[src/rtl/eth_rx.sv]
// eth_rx: RMII receive path with preamble hunt, header capture, FCS strip and CRC check.
// Define ETH_RX_ADDR_FILTER_EN to drop frames not sent to pMAC_ADDR or broadcast.
module eth_rx #(
    parameter logic [47:0] pMAC_ADDR  = 48'h020000000001,
    parameter int          pMAX_FRAME = 1518
) (
    input  logic        Clk,
    input  logic        Rst,
    input  logic [1:0]  Rxd,
    input  logic        Crs_Dv,
    output logic [7:0]  Eth_Byte,
    output logic        Eth_Byte_Valid,
    output logic        Eth_Pkt_Start,
    output logic        Eth_Pkt_Done,
    output logic        Eth_Crc_Ok,
    output logic        Eth_Frame_Err,
    output logic [47:0] Eth_Src_Addr,
    output logic [15:0] Eth_Len_Type
);

    localparam int lCntW = $clog2(pMAX_FRAME + 2);
    localparam logic [31:0] lCrcInit = 32'hFFFFFFFF;
    localparam logic [31:0] lCrcRes = 32'hDEBB20E3;
    localparam logic [lCntW-1:0] lMaxCnt = lCntW'(pMAX_FRAME);
    localparam logic [lCntW-1:0] lMinCnt = lCntW'(64);

    typedef enum logic [2:0] {
        WAIT_IDLE,
        IDLE,
        PREAMBLE,
        HEADER,
        DATA,
        DROP,
        DONE
    } state_t;

    state_t state;
    logic [1:0] dibitCnt;
    logic [2:0] preCnt;
    logic [7:0] shiftByte;
    logic [lCntW-1:0] byteCnt;
    logic [31:0] crc;
    logic [39:0] hdrShift;
    logic [3:0][7:0] dly;
    logic [2:0] dlyCnt;
    logic started;
    logic reject;

    logic dibitValid;
    logic preamble;
    logic [7:0] nextByte;
    logic [47:0] hdrNext;
    logic [31:0] crcNext;
    logic [2:0] preInc;

    function automatic logic [31:0] crcByte(input logic [31:0] c, input logic [7:0] d);
        logic [31:0] r;
        r = c ^ {24'd0, d};
        for (int i = 0; i < 8; i++)
            r = r[0] ? ((r >> 1) ^ 32'hEDB88320) : (r >> 1);
        return r;
    endfunction

    // Carrier low mid-byte is still data: RMII toggles CRS_DV near frame end.
    always_comb begin
        dibitValid = Crs_Dv || (dibitCnt != 2'd0);
        preamble = Crs_Dv && (Rxd == 2'b01);
        nextByte = {Rxd, shiftByte[7:2]};
        hdrNext = {hdrShift, nextByte};
        crcNext = crcByte(crc, nextByte);
        preInc = (preCnt == 3'd4) ? preCnt : preCnt + 3'd1;
    end

`ifndef ETH_RX_ADDR_FILTER_EN
    logic unusedMac;
    assign unusedMac = ^pMAC_ADDR;
`endif

    always_ff @(posedge Clk) begin
        if (Rst) begin
            state <= WAIT_IDLE;
            dibitCnt <= '0;
            preCnt <= '0;
            shiftByte <= '0;
            byteCnt <= '0;
            crc <= lCrcInit;
            hdrShift <= '0;
            dly <= '0;
            dlyCnt <= '0;
            started <= 1'b0;
            reject <= 1'b0;
            Eth_Byte <= '0;
            Eth_Byte_Valid <= 1'b0;
            Eth_Pkt_Start <= 1'b0;
            Eth_Pkt_Done <= 1'b0;
            Eth_Crc_Ok <= 1'b0;
            Eth_Frame_Err <= 1'b0;
            Eth_Src_Addr <= '0;
            Eth_Len_Type <= '0;
        end else begin
            Eth_Byte_Valid <= 1'b0;
            Eth_Pkt_Start <= 1'b0;
            Eth_Pkt_Done <= 1'b0;
            Eth_Crc_Ok <= 1'b0;
            Eth_Frame_Err <= 1'b0;
            unique case (state)
                WAIT_IDLE: begin
                    if (!Crs_Dv) state <= IDLE;
                end
                IDLE: begin
                    if (preamble) begin
                        state <= PREAMBLE;
                        preCnt <= preInc;
                        reject <= 1'b0;
                    end else if (!Crs_Dv) begin
                        preCnt <= '0;
                    end
                end
                PREAMBLE: begin
                    if (!Crs_Dv) begin
                        state <= IDLE;
                        preCnt <= '0;
                    end else begin
                        unique case (Rxd)
                            2'b01: preCnt <= preInc;
                            2'b00: preCnt <= preCnt;
                            2'b11: begin
                                preCnt <= '0;
                                if (preCnt >= 3'd4) begin
                                    state <= HEADER;
                                    dibitCnt <= '0;
                                    byteCnt <= '0;
                                    crc <= lCrcInit;
                                    dlyCnt <= '0;
                                    started <= 1'b0;
                                end else begin
                                    state <= DROP;
                                end
                            end
                            default: begin
                                preCnt <= '0;
                                state <= DROP;
                            end
                        endcase
                    end
                end
                HEADER, DATA: begin
                    if (!dibitValid) begin
                        state <= DONE;
                        Eth_Pkt_Done <= !reject;
                        Eth_Crc_Ok <= !reject && (crc == lCrcRes);
                        Eth_Frame_Err <= !reject && (byteCnt < lMinCnt);
                    end else begin
                        shiftByte <= nextByte;
                        dibitCnt <= dibitCnt + 2'd1;
                        if (dibitCnt == 2'd3) begin
                            if (byteCnt == lMaxCnt) begin
                                state <= DROP;
                            end else begin
                                byteCnt <= byteCnt + 1'b1;
                                crc <= crcNext;
                                hdrShift <= hdrNext[39:0];
                                if (state == HEADER) begin
`ifdef ETH_RX_ADDR_FILTER_EN
                                    if (byteCnt == lCntW'(5) && hdrNext != '1 &&
                                        hdrNext != pMAC_ADDR)
                                        reject <= 1'b1;
`endif
                                    if (byteCnt == lCntW'(11) && !reject)
                                        Eth_Src_Addr <= hdrNext;
                                    if (byteCnt == lCntW'(13)) begin
                                        if (!reject) Eth_Len_Type <= hdrNext[15:0];
                                        state <= DATA;
                                    end
                                end else begin
                                    // Four-byte delay line holds back the FCS.
                                    dly <= {dly[2:0], nextByte};
                                    if (dlyCnt == 3'd4) begin
                                        if (!reject) begin
                                            Eth_Byte <= dly[3];
                                            Eth_Byte_Valid <= 1'b1;
                                            Eth_Pkt_Start <= !started;
                                        end
                                        started <= 1'b1;
                                    end else begin
                                        dlyCnt <= dlyCnt + 3'd1;
                                    end
                                end
                            end
                        end
                    end
                end
                DROP: begin
                    if (!Crs_Dv) begin
                        state <= DONE;
                        Eth_Pkt_Done <= !reject;
                        Eth_Frame_Err <= !reject;
                    end
                end
                DONE: begin
                    state <= IDLE;
                    preCnt <= preamble ? 3'd1 : 3'd0;
                end
                default: state <= WAIT_IDLE;
            endcase
        end
    end

endmodule

[config.mk]
export PLATFORM = sky130hd
export DESIGN_NAME = eth_rx
export DESIGN_NICKNAME = d
export VERILOG_FILES = /design/src/rtl/eth_rx.sv
export SDC_FILE = /design/constraint.sdc
export NUM_CORES = 1
export LEC_CHECK = 0
export CAP_MARGIN = 0
export CORE_ASPECT_RATIO = 2
export CORE_MARGIN = 3
export CORE_UTILIZATION = 62
export CTS_CLUSTER_DIAMETER = 40
export DETAILED_ROUTE_END_ITERATION = 16
export GPL_TIMING_DRIVEN = 0
export PLACE_DENSITY = 0.85
export SETUP_SLACK_MARGIN = 0.05
export SLEW_MARGIN = 0
export SYNTH_ARGS = -nofsm -noshare
export SYNTH_HDL_FRONTEND = slang
export SYNTH_SLANG_ARGS = --single-unit
[constraint.sdc]
create_clock -name Clk -period 5.4 [get_ports Clk]
set_input_delay 1.35 -clock Clk [delete_from_list [all_inputs] [get_ports Clk]]
set_output_delay 1.35 -clock Clk [all_outputs]
set_load 0.03 [all_outputs]
After elaboration in Yosys (flattened, before gate mapping). Cells that the tools add are included.

Bits in registers: 212. Bits of input ports: 5. Output and inout port bits: 77. Logic and storage cells: 168.

$add $sub $neg: 4. Order comparisons: 2. Eq/ne operators: 33. Mux-type cells: 69. Bitwise logic cells: 15. Reduce and logical (&&, ||, !) cells: 24.

Operators by type and width (count): 2-to-1 mux 32 bit (14); NOT 13 -> 14 bit (8); 2-to-1 mux 11 bit (6); 2-to-1 mux 3 bit (22); case mux 32 bit (2 select lines) (1); equality test 32 bit, second input constant (1); bitwise XOR 32 x 8 -> 32 bit (1); inequality test 2 bit, second input constant (12); equality test 11 x 4 -> 1 bit, second input constant (2); case mux 11 bit (2 select lines) (1); case mux 3 bit (2 select lines) (3); case mux 3 bit (6 select lines) (1); AND reduction 6 bit (3); AND reduction 9 bit (2); equality test 3 bit, second input constant (5); AND reduction 7 bit (2); 2-to-1 mux 1 bit (12); inequality test 3 bit, second input constant (4); adder 11 x 1 -> 11 bit, second input constant (1); equality test 11 bit, second input constant (1); less-than comparator 11 x 7 -> 1 bit, second input constant (1); AND reduction 5 bit (2); case mux 3 bit (3 select lines) (1); 2-to-1 mux 2 bit (4); 24 further kinds (37).

Longest topological paths before layout.
Word-level depth: 21. Gate-level depth with buffers: 10. Gate-level depth less buffers: 8.

Least setup slack after synthesis. Ideal clock, no wire load.

Path kind: input -> register. From: input port Crs_Dv. To: register Eth_Len_Type[6]. Setup time: 128 ps. Data arrival time: 2805 ps. Required time: 5272 ps. Slack: 2467 ps. Cell stages on the path: 7. Buffers on the path: 2. Cell sequence: buf_2 -> nand2b_1 -> nand2_1 -> nor4_4 -> buf_4 -> mux2i_1 -> nor2_1.

Cells in the longest elaborated chain, start to end: 2.

RTL lines: from (decl) (line 10) `input logic Crs_Dv,`; logical OR 1 bit (line 66) `dibitValid = Crs_Dv || (dibitCnt != 2'd0);`; AND reduction 6 bit (no line); to (signal assigned) (line 172) `if (!reject) Eth_Len_Type <= hdrNext[15:0];`; to (decl) (line 18) `output logic [15:0] Eth_Len_Type`.

Every way passes these cells. A chain may end at the register's enable or synchronous reset.

Worst setup path in the final report.
From: input port Rxd[1]. To: register crc[28].

Cells in the longest elaborated chain, start to end: 3.

RTL lines: from (decl) (line 9) `input logic [1:0] Rxd,`; equality test 2 bit (line 124) `unique case (Rxd)`; inequality test 2 bit (no line); AND reduction 7 bit (no line); to (signal assigned) (line 86) `crc <= lCrcInit;`; to (signal assigned) (line 133) `crc <= lCrcInit;`; to (signal assigned) (line 161) `crc <= crcNext;`; to (decl) (line 42) `logic [31:0] crc;`.

Every way passes these cells.

==> summary.txt <==
Power and ir drop
  – Leakage: 0.00364 uW
  – Switching share of power: 25.8%
  – Clk pwr share: 39.1%
  – Reg power frac: 48.7%
  – Pint: 2420 uW
  – Net Switching: 843 uW
  – Pwr Density: 314 mW/mm^2
  – Peak VDD IR: 0.285 mV
  – Combinational power share: 12.3%

Logic synthesis
  – Top post-synthesis cells by area: dfxtp_1, nand2_1, a21oi_1
  – Synthesized area: 0.00881 mm^2
  – Most common cell in the synthesized netlist: nand2_1
  – Post-synth net total: 1049
  – Sequential area share after synthesis: 47.7%
  – EDFF count, synth: 0
  – Post-Syn Instances: 1035
  – Post-synth top area share: 47.7%
  – Ys async rst share: 0%
  – Synth warn: 0
  – Leading register cell type out of synthesis: dfxtp_1
  – Synth unique cells: 53
  – Commonest cells in the netlist: nand2_1, dfxtp_1, a21oi_1, nor2_1, xnor2_1
  – Post-synth top area cell: dfxtp_1
  – Syn Area/Cell: 8.51 um^2
  – Post-synthesis register bit count: 210

Worst setup path
  – CP required: 5.80 ns
  – Top delay family on crit path: simple AND/OR/NAND/NOR gates
  – Reg-to-reg startpoint: state[0]
  – Reg2Reg Setup Slack: 2.67 ns
  – CP max FO: 8
  – R2R Path End: hdrShift[35]
  – Setup crit start: Rxd[1]
  – CP startpoint kind: input port
  – Crit path cell chain: clkdlybuf4s50_1 -> nand3_1 -> nor3_1 -> nor2_1 -> o211ai_1
  – Max stage delay on crit path: 0.98 ns
  – Buffers & Inverters on Critical Path: 1
  – Critical path arrival: 3.67 ns
  – CP endpoint kind: register
  – FF-to-FF path depth: 7
  – WS Path Type: in2reg
  – CP max-delay cell: nor3_1

Finish
  – N_diodes: 0
  – Sequential Area: 0.00420 mm^2
  – Synth-to-Final Area Change: 18.0%
  – Fill count: 1073
  – Layout cells sized above 1: 7.09%
  – Nets: 1147
  – Finished Core Util: 74.8%
  – Multi-input logic area: 0.00425 mm^2

Die
  – Starting density of the core: 63.4%
  – Core Area: 0.0139 mm^2
  – Chip height: 175 um
  – Row count: 61
  – Chip width: 90.3 um
  – I/O Pins: 82
  – Die area: 0.0158 mm^2

Timing
  – Max Fclk: 306 MHz
  – Final Max Tran Viols: 0
  – RSZ-0062 raised after global routing: false
  – Count of final hold-check violations: 0
  – Setup_tns: 0 ns
  – Clock Skew: 0.0296 ns
  – Worst rel slew slack: 22.2%
  – Minimum clock period: 3.26 ns
  – Worst-Margin Slew: 1.16 ns
  – Final Cycle Share: 60.4%
  – WHS: 0.452 ns
  – Setup violators final: 0

Run
  – MaxCap Viol Count: 0

Worst hold path
  – Worst Hold Path Cells: 2
  – Worst hold path type: reg2reg
  – Hold_sp: Eth_Src_Addr[41]
  – Worst Hold End: Eth_Src_Addr[41]

Global route
  – GR Overflow Total: 0
  – Initial antenna violation count: 0
  – Global Route met1 Usage: 29.0%
  – GRT met2 Usage: 54.0%
  – First-pass GRT wire length: 36500 um
  – Largest net degree at the start of global routing: 18
  – Busiest grt layer: met2
  – Number of global-route vias before repair: 7417
  – Gr usage total: 28.6%
  – Global routing usage on met3: 3.12%

Clock tree
  – Post-CTS resize count: 0
  – CTS tree: done
  – CTS clk-pin slew, worst paths: 0.06 ns
  – Root Buffer: clkbuf_16
  – # hold bufs at CTS: 0
  – Post-CTS setup buffer count: 0
  – Num CTS Buffers: 18
  – Clk Latency, worst-skew pair: 0.50 ns
  – CTS Buffer Depth: 3
  – Clock sinks: 210
  – H-tree Lvls: 1

Placed design
  – Port Buffers: 78
  – Post-detail-place hpwl: 16600 um
  – GPL Wtd Cong: 0.949

Route
  – DR DRC count: 0
  – DR iter-0 viols: 379
  – ANT nets after route: 0
  – Vias: 7529
  – Drt total wl: 22600 um
  – Total iterations of the first detailed-routing run: 5
  – Avg Vias per Cell: 5.65
  – Avg WL per Cell: 17.0 um

Status
  – Status: complete, no violations
==> power by group through the flow <==
stage	logic (uW)	registers, uW	clock network, uW
2_1_floorplan	304	1620	0
3_3_place_gp	380	1620	0
3_5_place_dp	390	1620	0
4_1_cts	394	1590	1270
5_1_grt	432	1590	1350
6_report	401	1590	1280
==> routing by layer <==
| metal | wire [um] | part of all wire [%] |
|---|---|---|
| met1 | 7970 | 35 |
| met4 | 1440 | 6.4 |
| met2 | 12200 | 54 |
| met3 | 993 | 4.4 |
| met5 | 0 | 0 |
==> cell type report <==
cell class              instances  area share (%)
well taps                     189            2.27
clock inverters                 7           0.686
inverters                      12           0.433
clock buffers                  23            4.80
plain buffers                  69            3.01
flip-flops and latches        210            40.4
multi-input cells             744            40.8
repair buffers                 78            7.51
==> registers in the layout (all words and copies together), names as in the netlist, 6 cells and up <==
register	cells
Eth_Byte	8
hdrShift	40
crc	32
byteCnt	11
Eth_Src_Addr	48
Eth_Len_Type	16
dly	32
shiftByte	6
==> logic make-up (layout without fill, tap and decap cells) <==
kind of cell,count (synthesis),after routing,synth area share (%)
AO/OA/AOI/OAI,200,200,12.7
XOR/XNOR,81,81,10.0
adder cells (fa/ha/maj),9,9,1.28
buffers and inverters,81,189,4.06
flip-flops,210,210,47.7
multiplexers,26,26,2.97
AND/OR/NAND/NOR,428,428,21.2
==> cells in the final DEF (no fill, tap or decap), drive strengths merged, types with 14 or more instances in the layout <==
| master | synthesis | layout |
|---|---|---|
| nand2 | 276 | 276 |
| dfxtp | 210 | 210 |
| a21oi | 146 | 146 |
| clkdlybuf4s50 | 0 | 78 |
| nor2 | 68 | 68 |
| clkbuf | 38 | 61 |
| xnor2 | 57 | 57 |
| buf | 31 | 31 |
| mux2i | 25 | 25 |
| xor2 | 23 | 23 |
| nand2b | 16 | 16 |
| nor3 | 15 | 15 |
| nand3 | 14 | 14 |
==> metrics by stage <==
step	total power (uW)	setup WS [ns]	instance area, um^2	instances
final	3260	2.14	10400	1332
after global routing	3370	2.05	10400	1332
after CTS	3260	2.21	10400	1332
after detailed placement	2010	1.72	9830	1302
after global placement	2000	1.75	9830	1302
after floorplan	1920	2.47	8810	1035
==> worst register-to-register path, stage by stage, from the launching register on <==
cell and delay, ns:
dfxtp_1 0.38, nor3b_2 0.62, o211ai_1 0.33, nor2_1 0.40
buf_2 0.38, buf_2 0.27, nand2_1 0.14, a21oi_1 0.14
==> how the worst max path moves through the flow <==
stage / depth (start not counted) / end / slack (ns)
detailed placement: 5 / crc[28] / 1.72
global route: 5 / crc[16] / 2.05
floorplan: 7 / Eth_Len_Type[6] / 2.47
finish: 5 / crc[28] / 2.14
CTS: 5 / crc[24] / 2.21
global placement: 7 / crc[24] / 1.75
Power figures use the tool's default switching activity.
